`config.mk`:
```
export PLATFORM = sky130hd
export DESIGN_NAME = ebi_frontend
export DESIGN_NICKNAME = d
export VERILOG_FILES = /design/src/rtl/ebi_frontend.sv
export SDC_FILE = /design/constraint.sdc
export NUM_CORES = 1
export LEC_CHECK = 0
export ABC_CLOCK_PERIOD_IN_PS = 18000
export CORE_MARGIN = 10
export CORE_UTILIZATION = 60
export CTS_CLUSTER_SIZE = 16
export DETAILED_ROUTE_END_ITERATION = 16
export GPL_ROUTABILITY_DRIVEN = 0
export GPL_TIMING_DRIVEN = 0
export PLACE_DENSITY = 0.82
export SETUP_SLACK_MARGIN = 0.5
export SYNTH_ARGS = -nofsm -noshare
export SYNTH_HDL_FRONTEND = slang
export SYNTH_SLANG_ARGS = --single-unit
```
`constraint.sdc`:
```
create_clock -name clk -period 18 [get_ports clk]
set_clock_uncertainty 0.2 [all_clocks]
set_input_delay 1.8 -clock clk [delete_from_list [all_inputs] [get_ports clk]]
set_output_delay 1.8 -clock clk [all_outputs]
set_load 0.01 [all_outputs]
```
`src/rtl/ebi_frontend.sv`:
```
// EBI front end: strobe synchroniser, write-command FIFO and ordered read path.
// Reads wait for every earlier write to leave the FIFO before requesting.
module ebi_frontend #(
  parameter int ADDR_WIDTH = 19,
  parameter int DATA_WIDTH = 16,
  parameter int FIFO_DEPTH = 8,
  parameter logic [ADDR_WIDTH-1:0] STATUS_ADDR = 19'h7FFFF,
  parameter int RD_TIMEOUT = 15
) (
  input  logic                  clk,
  input  logic                  reset,
  input  logic [ADDR_WIDTH-1:0] ebi_addr,
  input  logic [DATA_WIDTH-1:0] ebi_data_in,
  output logic [DATA_WIDTH-1:0] ebi_data_out,
  output logic                  ebi_data_oe,
  input  logic                  ebi_cs,
  input  logic                  ebi_wr,
  input  logic                  ebi_rd,
  output logic                  cmd_valid,
  input  logic                  cmd_ready,
  output logic [ADDR_WIDTH-1:0] cmd_addr,
  output logic [DATA_WIDTH-1:0] cmd_data,
  output logic                  rd_req,
  output logic [ADDR_WIDTH-1:0] rd_addr,
  input  logic [DATA_WIDTH-1:0] rd_data,
  input  logic                  rd_valid,
  output logic [3:0]            fifo_level,
  output logic                  overflow
);

  localparam int PW = $clog2(FIFO_DEPTH);
  localparam int CW = $clog2(RD_TIMEOUT + 1);
  localparam logic [3:0] DEPTH_L = 4'(FIFO_DEPTH);
  localparam logic [CW-1:0] TO_LAST = CW'(RD_TIMEOUT - 1);
  localparam logic [DATA_WIDTH-1:0] DEAD = DATA_WIDTH'(16'hDEAD);

  typedef enum logic [2:0] {
    S_IDLE, S_DRAIN, S_REQ, S_WAIT, S_HOLD
  } state_t;

  logic [1:0] cs_q, wr_q, rd_q;
  logic cs_s, wr_s, rd_s;
  logic cs_d, wr_d, rd_d;
  logic wr_fall, rd_rise, commit;
  logic [ADDR_WIDTH-1:0] cap_addr;
  logic [DATA_WIDTH-1:0] cap_data;

  assign cs_s = ~cs_q[1];
  assign wr_s = ~wr_q[1];
  assign rd_s = ~rd_q[1];
  assign wr_fall = wr_d & ~wr_s & cs_d;
  assign rd_rise = rd_s & ~rd_d & cs_s;

  // Synchroniser flops idle at 1 so strobes read as inactive out of reset
  always_ff @(posedge clk or posedge reset) begin
    if (reset) begin
      cs_q <= '1;
      wr_q <= '1;
      rd_q <= '1;
      cs_d <= 1'b0;
      wr_d <= 1'b0;
      rd_d <= 1'b0;
      commit <= 1'b0;
      cap_addr <= '0;
      cap_data <= '0;
      ebi_data_oe <= 1'b0;
    end else begin
      cs_q <= {cs_q[0], ebi_cs};
      wr_q <= {wr_q[0], ebi_wr};
      rd_q <= {rd_q[0], ebi_rd};
      cs_d <= cs_s;
      wr_d <= wr_s;
      rd_d <= rd_s;
      commit <= wr_fall;
      ebi_data_oe <= cs_s & rd_s;
      if (cs_s && wr_s) begin
        cap_addr <= ebi_addr;
        cap_data <= ebi_data_in;
      end
    end
  end

  logic [ADDR_WIDTH-1:0] mem_addr [FIFO_DEPTH];
  logic [DATA_WIDTH-1:0] mem_data [FIFO_DEPTH];
  logic [PW-1:0] wr_ptr, rd_ptr;
  logic [3:0] level;
  logic is_status, push, pop, accept;

  assign is_status = (cap_addr == STATUS_ADDR);
  assign push = commit & ~is_status;
  assign cmd_valid = (level != 4'd0);
  assign pop = cmd_valid & cmd_ready;
  assign accept = push & ((level != DEPTH_L) | pop);
  assign cmd_addr = mem_addr[rd_ptr];
  assign cmd_data = mem_data[rd_ptr];
  assign fifo_level = level;

  always_ff @(posedge clk or posedge reset) begin
    if (reset) begin
      for (int i = 0; i < FIFO_DEPTH; i++) begin
        mem_addr[i] <= '0;
        mem_data[i] <= '0;
      end
      wr_ptr <= '0;
      rd_ptr <= '0;
      level <= '0;
      overflow <= 1'b0;
    end else begin
      if (accept) begin
        mem_addr[wr_ptr] <= cap_addr;
        mem_data[wr_ptr] <= cap_data;
        wr_ptr <= wr_ptr + 1'b1;
      end
      if (pop)
        rd_ptr <= rd_ptr + 1'b1;
      if (accept && !pop)
        level <= level + 4'd1;
      else if (!accept && pop)
        level <= level - 4'd1;
      if (push && !accept)
        overflow <= 1'b1;
      else if (commit && is_status && cap_data[0])
        overflow <= 1'b0;
    end
  end

  state_t state, state_n;
  logic [CW-1:0] cnt, cnt_n;
  logic [ADDR_WIDTH-1:0] addr_n;
  logic [DATA_WIDTH-1:0] dout_n, status_word;

  always_comb begin
    status_word = '0;
    status_word[DATA_WIDTH-1] = overflow;
    status_word[3:0] = level;
  end

  always_comb begin
    state_n = state;
    cnt_n = cnt;
    addr_n = rd_addr;
    dout_n = ebi_data_out;
    rd_req = 1'b0;
    unique case (state)
      S_IDLE: begin
        if (rd_rise) begin
          state_n = S_DRAIN;
          addr_n = ebi_addr;
        end
      end
      S_DRAIN: begin
        if (!rd_s) begin
          state_n = S_IDLE;
        end else if (level == 4'd0 && !commit && !wr_fall) begin
          if (rd_addr == STATUS_ADDR) begin
            state_n = S_HOLD;
            dout_n = status_word;
          end else begin
            state_n = S_REQ;
          end
        end
      end
      S_REQ: begin
        rd_req = 1'b1;
        cnt_n = CW'(1);
        state_n = rd_s ? S_WAIT : S_IDLE;
      end
      S_WAIT: begin
        if (!rd_s) begin
          state_n = S_IDLE;
        end else if (rd_valid) begin
          state_n = S_HOLD;
          dout_n = rd_data;
        end else if (cnt == TO_LAST) begin
          state_n = S_HOLD;
          dout_n = DEAD;
        end else begin
          cnt_n = cnt + 1'b1;
        end
      end
      S_HOLD: begin
        if (!rd_s)
          state_n = S_IDLE;
      end
      default: state_n = S_IDLE;
    endcase
  end

  always_ff @(posedge clk or posedge reset) begin
    if (reset) begin
      state <= S_IDLE;
      cnt <= '0;
      rd_addr <= '0;
      ebi_data_out <= '0;
    end else begin
      state <= state_n;
      cnt <= cnt_n;
      rd_addr <= addr_n;
      ebi_data_out <= dout_n;
    end
  end

endmodule

```
Word-level counts from Yosys, hierarchy flattened --
Index checks and enable logic that the tools add are counted.
Operators by class: magnitude comparators 3, equality and inequality tests 19, bitwise logic cells 16, multiplexer cells 38, reductions and logical operators 24, $add $sub $neg 5
Operators by type and width (count):
- bitwise mux 152 bit | 1
- two-way mux 16 bit | 9
- bitwise mux 128 bit | 1
- binary-select mux 19 bit (select 3 bit) | 1
- demux 19 bit (select 3 bit) | 1
- two-way mux 19 bit | 3
- binary-select mux 16 bit (select 3 bit) | 1
- demux 16 bit (select 3 bit) | 1
- == test 19 bit, second input constant | 2
- case mux 16 bit (2 select lines) | 1
- two-way mux 3 bit | 8
- two-way mux 4 bit | 5
- inequality test 2 bit, second input constant | 8
- case mux 3 bit (5 select lines) | 1
- logical AND 1 bit | 9
- adder 4 x 1 -> 4 bit, second input constant | 2
- AND 1 bit | 8
- greater-or-equal comparator 4 bit, second input constant | 2
- inequality test 4 bit, second input constant | 2
- NOT 3 -> 4 bit | 2
- case mux 4 bit (2 select lines) | 1
- AND reduction 4 bit | 2
- nonzero test 2 bit | 4
- adder 3 x 1 -> 3 bit, second input constant | 2
- other kinds (17) | 28
Word-level totals: logic and storage cells 139, bits of input ports 58, output and inout bits 78, flip-flop bits (word level) 379

Longest topological paths before layout --
Gate-level depths: netlist (run 1).
word-level depth 8, depth in mapped cells 13, gate-level depth less buffers 11

Worst setup path before layout (run 1) --
Ideal clock, no wire load.
kind input port to flip-flop, from in cmd_ready, to reg level[3] (netlist: fifo_level[3]), required time 17.672 ns, slack 14.084 ns, stages on the path 12, arrival 3.588 ns, buffers on the path 1, setup time 0.128 ns, path through nand2b_1 -> o41ai_1 -> a21oi_1 -> buf_4 -> ha_1 -> inv_1 -> ha_1 -> a21o_1 -> a21oi_1 -> xnor2_1 -> nor2_1 -> xor2_1
Between the ends: longest elaborated chain between the ends 6, elaborated cells on any way between the ends 9, classes of those cells mux: 1; bitwise: 3; reduce/logical: 5
RTL lines:
- from (decl) | RTL line 20 | input logic cmd_ready,
- AND 1 bit (*) | RTL line 92 | assign pop = cmd_valid & cmd_ready;
- OR 1 bit (*) | RTL line 93 | assign accept = push & ((level != DEPTH_L) | pop);
- AND 1 bit (*) | RTL line 93
- net accept | RTL line 87 | logic is_status, push, pop, accept;
- logical NOT 1 bit | RTL line 118 | else if (!accept && pop)
- logical AND 1 bit | RTL line 118
- nonzero test 2 bit (no source line)
- to (signal assigned) | RTL line 117 | level <= level + 4'd1;
- to (signal assigned) | RTL line 119 | level <= level - 4'd1;
- to (decl) | RTL line 86 | logic [3:0] level;
Mark *: on every way through the listed nets, which the timed path passes. The rest lies on a longest branch. A chain may end at the register's enable or synchronous reset.

Final worst setup path (run 1) --
from reg rd_ptr[0], to out cmd_addr[8]
Between the ends: longest elaborated chain between the ends 4
RTL lines:
- from (decl) | RTL line 85 | logic [PW-1:0] wr_ptr, rd_ptr;
- from (signal assigned) | RTL line 115 | rd_ptr <= rd_ptr + 1'b1;
- NOT 3 -> 4 bit (implied by the code) | RTL line 94 | assign cmd_addr = mem_addr[rd_ptr];
- binary-select mux 19 bit (select 3 bit) | RTL line 94
- two-way mux 19 bit (implied by the code) (2 in series) | RTL line 94
- to (decl) | RTL line 21 | output logic [ADDR_WIDTH-1:0] cmd_addr,
No other way between the ends. The select of a mux whose other input is x is not followed.

==> results of run 1 <==
[cells in the mapped netlist, types with 3 or more instances]
| cell | instances | share of area [%] |
|---|---|---|
| dfrtp_1 | 373 | 55 |
| mux2_2 | 232 | 16 |
| mux2_1 | 120 | 8.0 |
| mux4_2 | 70 | 9.4 |
| clkbuf_1 | 30 | 0.67 |
| mux2_4 | 30 | 2.7 |
| buf_2 | 28 | 0.83 |
| nor2_1 | 19 | 0.42 |
| a21oi_1 | 15 | 0.45 |
| nand2_1 | 12 | 0.27 |
| inv_1 | 11 | 0.25 |
| nand4_1 | 10 | 0.37 |
| buf_1 | 8 | 0.18 |
| buf_6 | 7 | 0.47 |
| ha_1 | 7 | 0.52 |
| o2bb2ai_1 | 7 | 0.36 |
| and3_1 | 6 | 0.22 |
| dfstp_2 | 6 | 0.94 |
| xnor2_1 | 6 | 0.31 |
| a31oi_1 | 5 | 0.19 |
| clkbuf_2 | 5 | 0.15 |
| buf_4 | 4 | 0.18 |
| nand3_1 | 4 | 0.12 |
| xor2_1 | 4 | 0.21 |
| nand2b_1 | 3 | 0.11 |
[flip-flops by register name, indices dropped and copies added, names as in the netlist, 3 cells and up]
| register | count |
|---|---|
| wr_ptr | 3 |
| mem_data | 128 |
| mem_addr | 152 |
| rd_ptr | 3 |
| cap_data | 16 |
| ebi_data_out | 16 |
| cnt | 4 |
| cap_addr | 19 |
| fifo_level | 4 |
| rd_addr | 19 |
| state | 3 |
[how the worst max path moves through the flow]
stage | from | slack, ns | to
finish | rd_ptr[0] | 12.88 | cmd_addr[8]
global route | rd_ptr[0] | 12.71 | cmd_addr[8]
CTS | rd_ptr[0] | 12.82 | cmd_addr[8]
detailed placement | cmd_ready | 13.31 | fifo_level[3]
global placement | reset | 1.14 | mem_addr[31]
floorplan | reset | 5.48 | cap_addr[0]
[final cells by class]
cell class	count	share of cell area, %
Sequential cell	379	47.39
Clock buffer	63	6.084
Inverter	11	0.2436
Multi-Input combinational cell	579	34.31
Buffer	82	2.080
Tap cell	378	2.361
Timing Repair Buffer	138	7.159
Clock inverter	5	0.3748
[kinds of logic (layout without fill, tap and decap cells)]
family                   Yosys count  after routing
XOR/XNOR                          10             10
AND/OR/NAND/NOR                   71             71
buffers and inverters             93            299
flip-flops                       379            379
AO/OA/AOI/OAI                     38             38
multiplexers                     452            452
adder cells (fa/ha/maj)            8              8
[routing by layer]
layer,global-route usage [%],vias up,routed length (um)
li1,-,4250,-
met1,28.20,5132,16030
met2,36.73,210,18740
met3,4.418,52,1740
met4,5.446,0,820
met5,0,-,0
[power by group]
part	switching (mW)	leakage, nW	internal, mW
clock network	0.319	0.637	0.490
registers	0.166	4.79	1.14
logic	0.461	3.56	0.687
total	0.946	8.98	2.32
==> metrics.md, run 1 <==
| Metric | Value |
|---|---|
| # DRC | 0 |
| Xor-xnor portion of the synthesized cell area | 0.5207% |
| Post-synthesis compound-gate area fraction | 1.532% |
| Nature of the critical path startpoint | flip-flop |
| RSZ-0062 raised after global routing | false |
| Relative slew margins | 44.06% |
| Die H | 187.4 um |
| Final Util | 72.29% |
| Final hold viol count | 0 |
| Dpl ws | 13.31 ns |
| Yosys warnings | 0 |
| Die ar. | 35130 um2 |
| Worst Hold Class | flip-flop to flip-flop |
| CP cell instances | clkbuf_1, buf_2, mux4_2, mux2_2, clkdlybuf4s50_1 |
| Net count after synthesis | 1117 |
| Adder-cell share of the synthesized area | less than 1% |
| Post-route setup TNS | 0 ns |
| # diodes | 0 |
| Synth Register Bits | 379 |
| Cell Pwr Density | ~160 nW/um2 |
| Final Power | between 3 and 4 mW |
| Period utilization | 28.45% |
| CP max stage cell | mux4_2 |
| Largest net degree at the start of global routing | 111 |
| Critical path data arrival time | between 3 and 4 ns |
| Cell count along the critical path | 5 |
| DRT iter0 DRCs | 622 |
| Final worst slack | 12.88 ns |
| Reg area | 9492 um2 |
| Core region area | 27710 um2 |
| Placed cell areas | 18740 um2 |
| Post-DRT Antenna Nets | 0 |
| Primary FF master, synth | dfrtp_1 |
| Min Tclk post-route | a little over 5 ns |
| IO Pins | 136 |
| Post-synthesis sequential area ratio | 56.43% |
| CTS Buf Count | 40 |
| Drt first pass iters | 4 |
| Layout cells sized above 1 | a little over a third |
| Final Max Tran Viols | 0 |
| Gr ovfl total | 0 |
| Req. time, crit path | approximately 16 ns |
| FILL cells | between 1500 and 2000 |
| # setup viols final | 0 |
| Initial antenna violation count | 0 |
| Main combinational cell family by area after synthesis | multiplexers |
| CP max FO | 10 |
| Buffers added on ports | 135 |
| Hold_buf cts | 0 |
| Total number of vias | 9644 |
| First-pass GRT wire length | 60910 um |
| Vias in the first global route | between 10000 and 15000 |
| Worst skew pair latency | 0.52 ns |
| Worst-Margin Slew | 0.8360 ns |
| Post-Layout Cell Count | 1635 |
| DR WL/cell | 22.83 um |
| Clock slew at reported path FFs | 0.06 ns |
| CTS tree | built |
| HP Start | wr_q[0] |
| Async S/R FF share, synth | 100.0% |
| CTS resizes | 0 |
| Hold path endpoint | wr_q[1] |
| Total routed wirelength | 37330 um |
| Starting Density | 60.71% |
| CTS sink cnt | approximately 380 |
| Synth Area per Inst | 16.00 um2 |
| Buf/Inv on CP | 3 |
| Multi-input gate area in the final layout | 6872 um2 |
| Reg2reg setup slack | 14.60 ns |
| CP peak stage delay | 0.58 ns |
| Max Fclk | about 0.2 GHz |
| CP Capture Type | primary output |
| Mux contribution to synthesized area | a little over a third |
| Most frequent cells in the layout | dfrtp_1, mux2_2, clkdlybuf4s50_1 |
| H-Tree Level Count | 2 |
| VDD IR max | 0.00008912 V |
| Most common cell after layout, fill and taps aside | dfrtp_1 |
| R2R depth | 13 |
| WS Path Type | flip-flop to primary output |
| Detail Placement HPWL | 24770 um |
| Post-Syn Area | 16820 um2 |
| GRT Total Usage | 21.72% |
| Clock root cell | clkbuf_16 |
| Post-synth cell types | 50 |
| Die width | about 190 um |
| Inst Count DP | around 1600 |
| Max cap viols | 0 |
| Family with the most delay on the worst path | buffers and inverters |
| Post-Synth Simple-Gate Area | under 10% |
| Hold depth | 0 |
| Status | complete, no violations |
| Clock buffer depth | 3 |
| Crit Reg-Reg Endpoint | fifo_level[3] |
| Layout area overhead | 19.07% |
| Cells after Synth | ~1100 |
| Fin nets | around 1300 |
| Worst r2r src | cap_addr[12] |
| Hold slack | 0.1490 ns |
| Row count | 61 |
| Post-CTS Setup Repair Bufs | 0 |
| Finished Cell Area | 20030 um2 |
| Vias/cell | 5.898 |
| Static leakage | around 9 nW |
| Count of flip-flops with a built-in enable after synthesis | 0 |
No activity file was read; power rests on OpenSTA's default activity.
==> inputs of run 2 (changes only) <==
ABC_CLOCK_PERIOD_IN_PS = 4800   (was 18000)
CORE_UTILIZATION = 58   (was 60)
PLACE_DENSITY = 0.8   (was 0.82)
clock period = 4.8 ns   (was 18 ns; I/O delays follow)
==> metrics.md, run 2 (synthesized netlist as in run 1, its figures left out) <==
| Metric | Value |
|---|---|
| Status | complete, no violations |
| # DRC | 0 |
| Min Tclk post-route | 3.862 ns |
| Most frequent cells in the layout | dfrtp_1, mux2_2, clkdlybuf4s50_1 |
| Die ar. | 36210 um2 |
| WS Path Type | flip-flop to primary output |
| Largest Register | mem_addr |
| Final Util | about 71% |
| First-pass GRT wire length | 62170 um |
| Worst Hold Class | primary input to async pin |
| Gr ovfl total | 0 |
| Cell Pwr Density | 612.9 nW/um2 |
| Detail Placement HPWL | roughly 26000 um |
| Relative slew margins | between 40% and 50% |
| Starting Density | 58.76% |
| Max Fclk | 0.2589 GHz |
| Initial antenna violation count | 0 |
| Buffers added on ports | 135 |
| GRT Total Usage | 21.71% |
| Final Power | 12.38 mW |
| CP cell instances | clkbuf_1, clkbuf_1, mux4_2, mux2_2, clkdlybuf4s50_1 |
| Worst-Margin Slew | 0.8934 ns |
| Total number of vias | around 9700 |
| Final hold viol count | 0 |
| IO Pins | around 140 |
| Post-CTS Setup Repair Bufs | 0 |
| Static leakage | 9.059 nW |
| Critical path data arrival time | 3.18 ns |
| # diodes | 0 |
| CTS Buf Count | 39 |
| Total routed wirelength | 38120 um |
| CTS resizes | 0 |
| Hold slack | 0.07435 ns |
| FILL cells | around 1900 |
| Layout area overhead | 20.07% |
| DR WL/cell | about 23 um |
| VDD IR max | ~0.00041 V |
| CP max stage cell | clkbuf_1 |
| Most used cell, CP | clkbuf_1 |
| Worst skew pair latency | 0.53 ns |
| CP max FO | 10 |
| Nature of the critical path startpoint | flip-flop |
| CTS sink cnt | 379 |
| Post-route setup TNS | 0 ns |
| Clock slew at reported path FFs | roughly 0.060 ns |
| Clock buffer depth | 3 |
| Max cap viols | 0 |
| Clock root cell | clkbuf_16 |
| Top flop regs | mem_addr: 152 flops, mem_data: 128 flops |
| Max FFs per register | 152 |
| Vias/cell | 5.869 |
| RSZ-0062 raised after global routing | false |
| Row count | a little over 60 |
| Drt first pass iters | 4 |
| Period utilization | 80.45% |
| Layout cells sized above 1 | 36.81% |
| Hold_buf cts | 0 |
| Dpl ws | approximately 1.3 ns |
| Family with the most delay on the worst path | buffers and inverters |
| DRT iter0 DRCs | 534 |
| H-Tree Level Count | 2 |
| Core region area | 28630 um2 |
| # setup viols final | 0 |
| Die width | 190.3 um |
| CP peak stage delay | 0.71 ns |
| Fin nets | roughly 1300 |
| Most common cell after layout, fill and taps aside | dfrtp_1 |
| Final worst slack | 0.9382 ns |
| CTS tree | built |
| Reg2reg setup slack | 1.54 ns |
| Die H | between 150 and 200 um |
| Req. time, crit path | 4.12 ns |
| CP Capture Type | primary output |
| Vias in the first global route | 10856 |
| Buf/Inv on CP | 3 |
| Post-DRT Antenna Nets | 0 |
| Final Max Tran Viols | 0 |
| Largest net degree at the start of global routing | 44 |
-- run 2: cell count changes in the layout (fill, tap and decap cells not counted) --
cell,delta
clkinvlp_4,+2
clkbuf_8,-1
clkbuf_1,-5
buf_12,+10
clkinv_2,+3
inv_8,-1
bufinv_16,+1
buf_16,-3
clkinv_4,+3
-- run 2: worst paths after layout --
path                              start             to  cells after the start
setup / recovery              rd_ptr[1]    cmd_data[7]                      5
hold / removal                    reset   cap_data[11]                      2
setup reg to reg           cap_addr[10]  fifo_level[3]                     13
hold reg to reg                 wr_q[0]        wr_q[1]                      0
max in group asynchronous         reset    rd_addr[11]                      6
min in group clk                wr_q[0]        wr_q[1]                      0
-- run 2: area by class of cell --
cell class	count	area, um2	area share (%)
timing repair buffer	145	1551	7.682
inverter	11	45.04	0.2230
clock inverter	13	153.9	0.7620
tap	384	480.5	2.379
clock buffer	57	1186	5.873
sequential	379	9492	47.00
buffer	82	416.7	2.063
multi-input combinational	579	6872	34.02
-- run 2: worst register-to-register path: stages (launching register included) --
cell and delay (ns):
dfrtp_1 0.33, buf_1 0.36, nand4_1 0.31, nor4_2 0.32, a21oi_1 0.18, buf_4 0.21, ha_1 0.21, inv_1 0.11
ha_1 0.24, a21o_1 0.18, a21oi_1 0.16, xnor2_1 0.13, nor2_1 0.07, xor2_1 0.14
-- run 2: power breakdown --
part	internal (mW)	switching, mW	total, mW
registers	4.29	0.627	4.92
clock network	1.88	1.25	3.13
logic	2.59	1.74	4.33
-- run 2: metal layers --
layer / vias up / part of all wire [%] / wire (um) / track usage [%]
met5: - / 0 / 0 / 0
met4: 0 / 1.7 / 655 / 5.209
met3: 49 / 5.5 / 2096 / 4.005
met2: 203 / 50 / 19050 / 36.07
met1: 5190 / 43 / 16310 / 29.12
li1: 4242 / - / - / -
-- run 2: metrics by stage --
stage	instances	area, um2
6_report	1650	20200
5_1_grt	1650	20200
4_1_cts	1650	20200
3_5_place_dp	1580	18860
3_3_place_gp	1570	18660
2_1_floorplan	1051	16820
==> RTL edit 1, RTL diff (settings of run 2) <==
Set the parameter `FIFO_DEPTH` to 16 (it was 8).
--- a/src/rtl/ebi_frontend.sv
+++ b/src/rtl/ebi_frontend.sv
@@ -3,7 +3,7 @@
 module ebi_frontend #(
   parameter int ADDR_WIDTH = 19,
   parameter int DATA_WIDTH = 16,
-  parameter int FIFO_DEPTH = 8,
+  parameter int FIFO_DEPTH = 16,
   parameter logic [ADDR_WIDTH-1:0] STATUS_ADDR = 19'h7FFFF,
   parameter int RD_TIMEOUT = 15
 ) (
Check against the original RTL: not equivalent (a bounded check fails within 10 cycles, from zero or initial values and one cycle with reset high).
==> RTL edit 1 against run 2 <==
  * First-iteration DRC count is 100% higher
  * Sequential cell count is 282 higher
  * Utilization is 2.1 points lower
  * Setup slack worse by 0.33 ns
  * Via count is 75% higher
  * Critical endpoint is now cmd_addr[4]
  * Area after synthesis is 85% higher
  * Routed wire length is 97% higher
  * Largest cell class unchanged
  * Total power is 2.0% higher
  * Combinational power is 75% lower
  * Worst hold slack better by 0.019 ns
  * Register-to-register slack worse by 0.40 ns
  * Critical path depth is 1 higher
  * Design area is 79% higher
  * Critical path type unchanged
  * Die area is 75% higher
==> RTL edit 1: results (changes against run 2) <==
- Result of the run: finished, final reports clean
- The largest registers in the layout are mem_addr (304), mem_data (256).
- The fraction of the yosys area taken by sequential cells is 0.531 (-0.0329).
- The final hold slack was 0.0930 ns (+0.0186 ns).
* Horizontal die dimension: 252 µm (+32%)
- The number of nets in the finished design is 2054 (+58%).
* Drt first pass iters: 6 (+2)
- Fill cells: 3369 (+78%)
* Post-DP HPWL: 50100 µm (+95%)
- Non-clock buffer total of the final layout: 302 (+33%)
* Multi-input combinational cell area: 0.0135 mm² (+96%)
- Met2 Routed Length: 35900 µm (+89%)
* Cell Int Power: 9.58 mW (+9.4%)
- The area of placed instances came to 0.0337 mm² (+79%).
* Worst setup slack for register-to-register paths: 1.14 ns (-0.40 ns)
- The clock distribution power came to 5.53 mW (+77%).
- Maximum level of the CTS H-tree: 3 (+1)
* Non-clock buffering overhead: 0.0800 (-0.0174)
- Synthesized netlist net count: 1830 (+64%)
* Slowest cell delay on critical path: 0.52 ns (-0.19 ns)
- Part of the total power dissipated in combinational logic: 0.084 (-0.266)
- Fraction of met2 tracks used by global routing: 0.385 (+0.0240)
- The wire length after detailed routing is 75200 µm (+97%).
- Met3 wire length: 4780 µm (+130%)
- The power density over the cells came to 349 mW/mm² (-43%).
- Seq/total area: 0.457 (-0.0125)
* Met1 routed wirelength after detailed routing: 32900 µm (+100%)
* Post-route core utilization: 0.684 (-0.0213)
- Post-synth top cells: 655 x dfrtp_1, 420 x mux2_4, 197 x mux2_2
- The shortest clock period the worst path allows after layout came to 4.19 ns (+0.325 ns).
* Number of signal-net inverters in the final layout: 16 (+5)
* Met3 routing resource usage after global routing: 0.0576 (+0.0175)
* Largest net degree at the start of global routing: 46 (+4.5%)
* First-pass GRT wire length: 118000 µm (+90%)
- The worst slack at placement is 0.544 ns (-0.774 ns).
* Cell with the largest stage delay on the worst path: mux4_2
* Clock latency on the worst-skew pair: 0.61 ns (+0.08 ns)
* Clock Network Area Fraction: 0.0650 (-0.00139)
## RTL edit 1: changes by cell type after synthesis, moves of 35 or more
cell | run 2 | this run
buf_1 | 8 | 53
mux2_2 | 232 | 197
mux2_1 | 120 | 0
buf_6 | 7 | 52
mux4_2 | 70 | 175
dfrtp_1 | 373 | 655
mux2_4 | 30 | 420
## RTL edit 1: repair_timing
item | CTS | global route
gates resized for setup | 51 | 21
setup buffers | 0 | 0
setup endpoints to repair | 35 | 25
hold buffers | 0 | 0
## RTL edit 1: logic make-up after synthesis
| logic type | Yosys count | share of synthesized area |
|---|---|---|
| buf+inv | 166 | 0.0365 |
| xor+xnor | 12 | 0.00337 |
| fa+ha+maj | 11 | 0.00466 |
| simple gates | 81 | 0.0147 |
| compound gates | 38 | 0.00908 |
| flops | 661 | 0.531 |
| mux | 792 | 0.400 |
## RTL edit 1: worst max-delay path: cells and delay by family (launching register included)
| kind | cells | cell delay (ns) |
|---|---|---|
| mux | 2 | 0.88 |
| flops | 1 | 0.34 |
| buf+inv | 4 | 1.64 |
==> RTL edit 2, RTL diff (config.mk and constraints of run 2) <==
Without the edit above. Encoding of `state_t`: now Gray code (3 bits for 5 states).
--- a/src/rtl/ebi_frontend.sv
+++ b/src/rtl/ebi_frontend.sv
@@ -35,7 +35,7 @@
   localparam logic [DATA_WIDTH-1:0] DEAD = DATA_WIDTH'(16'hDEAD);
 
   typedef enum logic [2:0] {
-    S_IDLE, S_DRAIN, S_REQ, S_WAIT, S_HOLD
+    S_IDLE = 3'b000, S_DRAIN = 3'b001, S_REQ = 3'b011, S_WAIT = 3'b010, S_HOLD = 3'b110
   } state_t;
 
   logic [1:0] cs_q, wr_q, rd_q;
Behaviour: same outputs for any inputs over 4 cycles, from zero or initial values and one cycle with reset high; so few cycles prove little.
==> RTL edit 2 against run 2 <==
  * Utilization rose by 0.59 points
  * Total power is 0.92% higher
  * Area after synthesis decreased by 1.1%
  * Sequential cell count did not move
  * Design area decreased by 1.3%
  * Global-route usage fell by 0.093 points
  * Setup slack worse by 0.013 ns
  * Non-clock buffer count decreased by 6
  * Routed wire length is 0.71% lower
  * First-iteration DRC count up 25%
==> RTL edit 2: results (changes against run 2) <==
- Result of the run: finished, final reports clean
* First-pass GRT wire length: 61100 µm (-1.8%)
* Clock Pin Slew Worst Setup and Hold Paths: 0.06 ns (about the same)
- The worst ir drop on vdd was 0.000411 V (+0.72%).
- The fraction of the yosys area taken by sequential cells came to 0.571 (+0.00650).
- Antenna cell count: 0 (unchanged)
- The CTS H-tree depth came to 2 (unchanged).
* Critical register-to-register path endpoint: fifo_level[3]
* Clock latency on the worst-skew pair: 0.52 ns
- The flip-flop count of the largest register after layout came to 152 (unchanged).
- Proportion of layout cells with a drive suffix above 1: 0.449 (+0.0814)
* Synthesized netlist net count: 1120 (+0.27%)
* Worst setup slack for register-to-register paths: 1.03 ns (-0.51 ns)
- Overall global routing resource usage: 0.216 (-0.000928)
- Post-synth top cells: 373 x dfrtp_1, 372 x mux2_2, 70 x mux4_2
* Share of cell area taken by muxes after synthesis: 0.348 (-0.00786)
- The number of inserted filler cells in the final layout is 1864 (-1.3%).
* Count of unique library cells instantiated by Yosys: 49 (-2.0%)
* Top sig layer: met4
- The parity-gate share of the synthesized area counting xor and xnor cells is 0.00527 (+0.0000599).
- Min-Delay Path Class: input port to async pin
- Post-synthesis adder-cell area fraction: 0.00647 (+0.0000736)
- The total half-perimeter wirelength after legalization and detailed placement is 25900 µm (+0.40%).
- The transition at the pin with the smallest max-transition slack came to 1.02 ns (+0.130 ns).
- Met3 wire length: 1760 µm (-16%)
* Pleak: 8.92 nW (-1.5%)
- The mean number of vias per cell is 5.91 (+0.72%).
- Met1 routed wirelength after detailed routing: 16200 µm (-0.85%)
- The count of routing violations after the opening detailed-route iteration is 666 (+25%).
- The maximum number of buffers from clock root to sink is 3 (unchanged).
* Post-CTS setup buffers: 0 (unchanged)
* Met2 Routed Length: 19200 µm (+1.0%)
- The data arrival at the endpoint of the critical path is 3.19 ns (about the same).
* Number of cell instances on the worst register-to-register path: 14 (+1)
- CTS Buf Count: 40 (+2.6%)
- The number of nets in the finished design is 1307 (+0.31%).
* Async set-reset flop share out of synthesis: 1.00 (unchanged)
- Yosys Warn Count: 0 (unchanged)
* Share of the synthesized area in compound gates (AO/OA/AOI/OAI): 0.0190 (+0.00364)
* Number of global-route vias before repair: 10700 (-1.6%)
- Pre-CTS worst setup slack: 0.647 ns (-0.671 ns)
- Critical path fanouts, max: 10 (unchanged)
- The startpoint identified for the worst register-to-register timing path is cap_addr[18].
* Largest net degree at the start of global routing: 44 (unchanged)
- Wirelength per Cell: 23.0 µm (-0.35%)
- Cells taking the most area after synthesis: dfrtp_1 56%, mux2_2 25%, mux4_2 9.5%, buf_2 1.1%, dfstp_2 0.95%
==> RTL edit 2: cell types whose count changed after synthesis, moves of 5 or more <==
cell / before / now
mux2_4: 30 / 1
nand2_2: 0 / 7
buf_2: 28 / 35
mux2_2: 232 / 372
nor2_1: 19 / 13
mux2_1: 120 / 1
buf_6: 7 / 1
nor3_1: 0 / 11
nand2_1: 12 / 17
a21o_1: 1 / 7
==> RTL edit 2: critical path, cell delays in order (launching register included) <==
cell and delay (ns):
dfrtp_1 0.35, clkbuf_1 0.43, clkbuf_1 0.68, mux4_2 0.43, mux2_2 0.29, clkdlybuf4s50_1 0.49
==> RTL edit 2: final cells by class <==
type | count | share of cell area
multi-input combinational | 590 | 0.339
clock inverter | 8 | 0.00490
tap | 378 | 0.0237
timing repair buffer | 145 | 0.0779
sequential | 379 | 0.476
inverter | 9 | 0.00188
buffer | 76 | 0.0173
clock buffer | 59 | 0.0589
==> RTL edit 2: worst max-delay path by stage <==
stage | end | slack, ns | cells after the start | start
after floorplan | cap_addr[0] | -0.97 | 1 | reset
after global placement | mem_addr[130] | -3.46 | 2 | reset
after detailed placement | fifo_level[3] | 0.65 | 13 | cmd_ready
after CTS | cmd_addr[5] | 0.87 | 5 | rd_ptr[0]
after global routing | cmd_addr[14] | 0.78 | 5 | rd_ptr[0]
final | cmd_data[4] | 0.93 | 5 | rd_ptr[1]
==> RTL edit 2: report_power, final <==
group / switching [mW] / leakage [nW] / internal, mW
Sequential: 0.647 / 4.81 / 4.34
Clock: 1.20 / 0.627 / 1.79
Combinational: 1.79 / 3.49 / 2.71
==> RTL edit 2: cell families (layout without fill, tap and decap cells) <==
kind of cell             Yosys count  count (layout)
AO/OA/AOI/OAI                     43              43
multiplexers                     444             444
XOR/XNOR                          10              10
adder cells (fa/ha/maj)            8               8
buffers and inverters             85             297
flip-flops                       379             379
AND/OR/NAND/NOR                   85              85
==> RTL edit 2: per-stage QoR <==
step | area (µm²) | hold slack (ns) | util | std cells | setup TNS (ns)
final | 19900 | 0.0943 | 0.711 | 1644 | 0
after global routing | 19900 | 0.126 | 0.711 | 1644 | 0
after CTS | 19900 | 0.0910 | 0.711 | 1644 | 0
after detailed placement | 18700 | 0.151 | 0.666 | 1577 | 0
after global placement | 18500 | 0.147 | 0.659 | 1567 | -1286.85
after floorplan | 16600 | 0.145 | - | 1054 | -360.74
==> RTL edit 2: routing by layer <==
metal  global-route usage  vias up
li1                     -     4281
met1                0.286     5190
met2                0.367      194
met3               0.0322       53
met4               0.0556        0
met5                    0        -
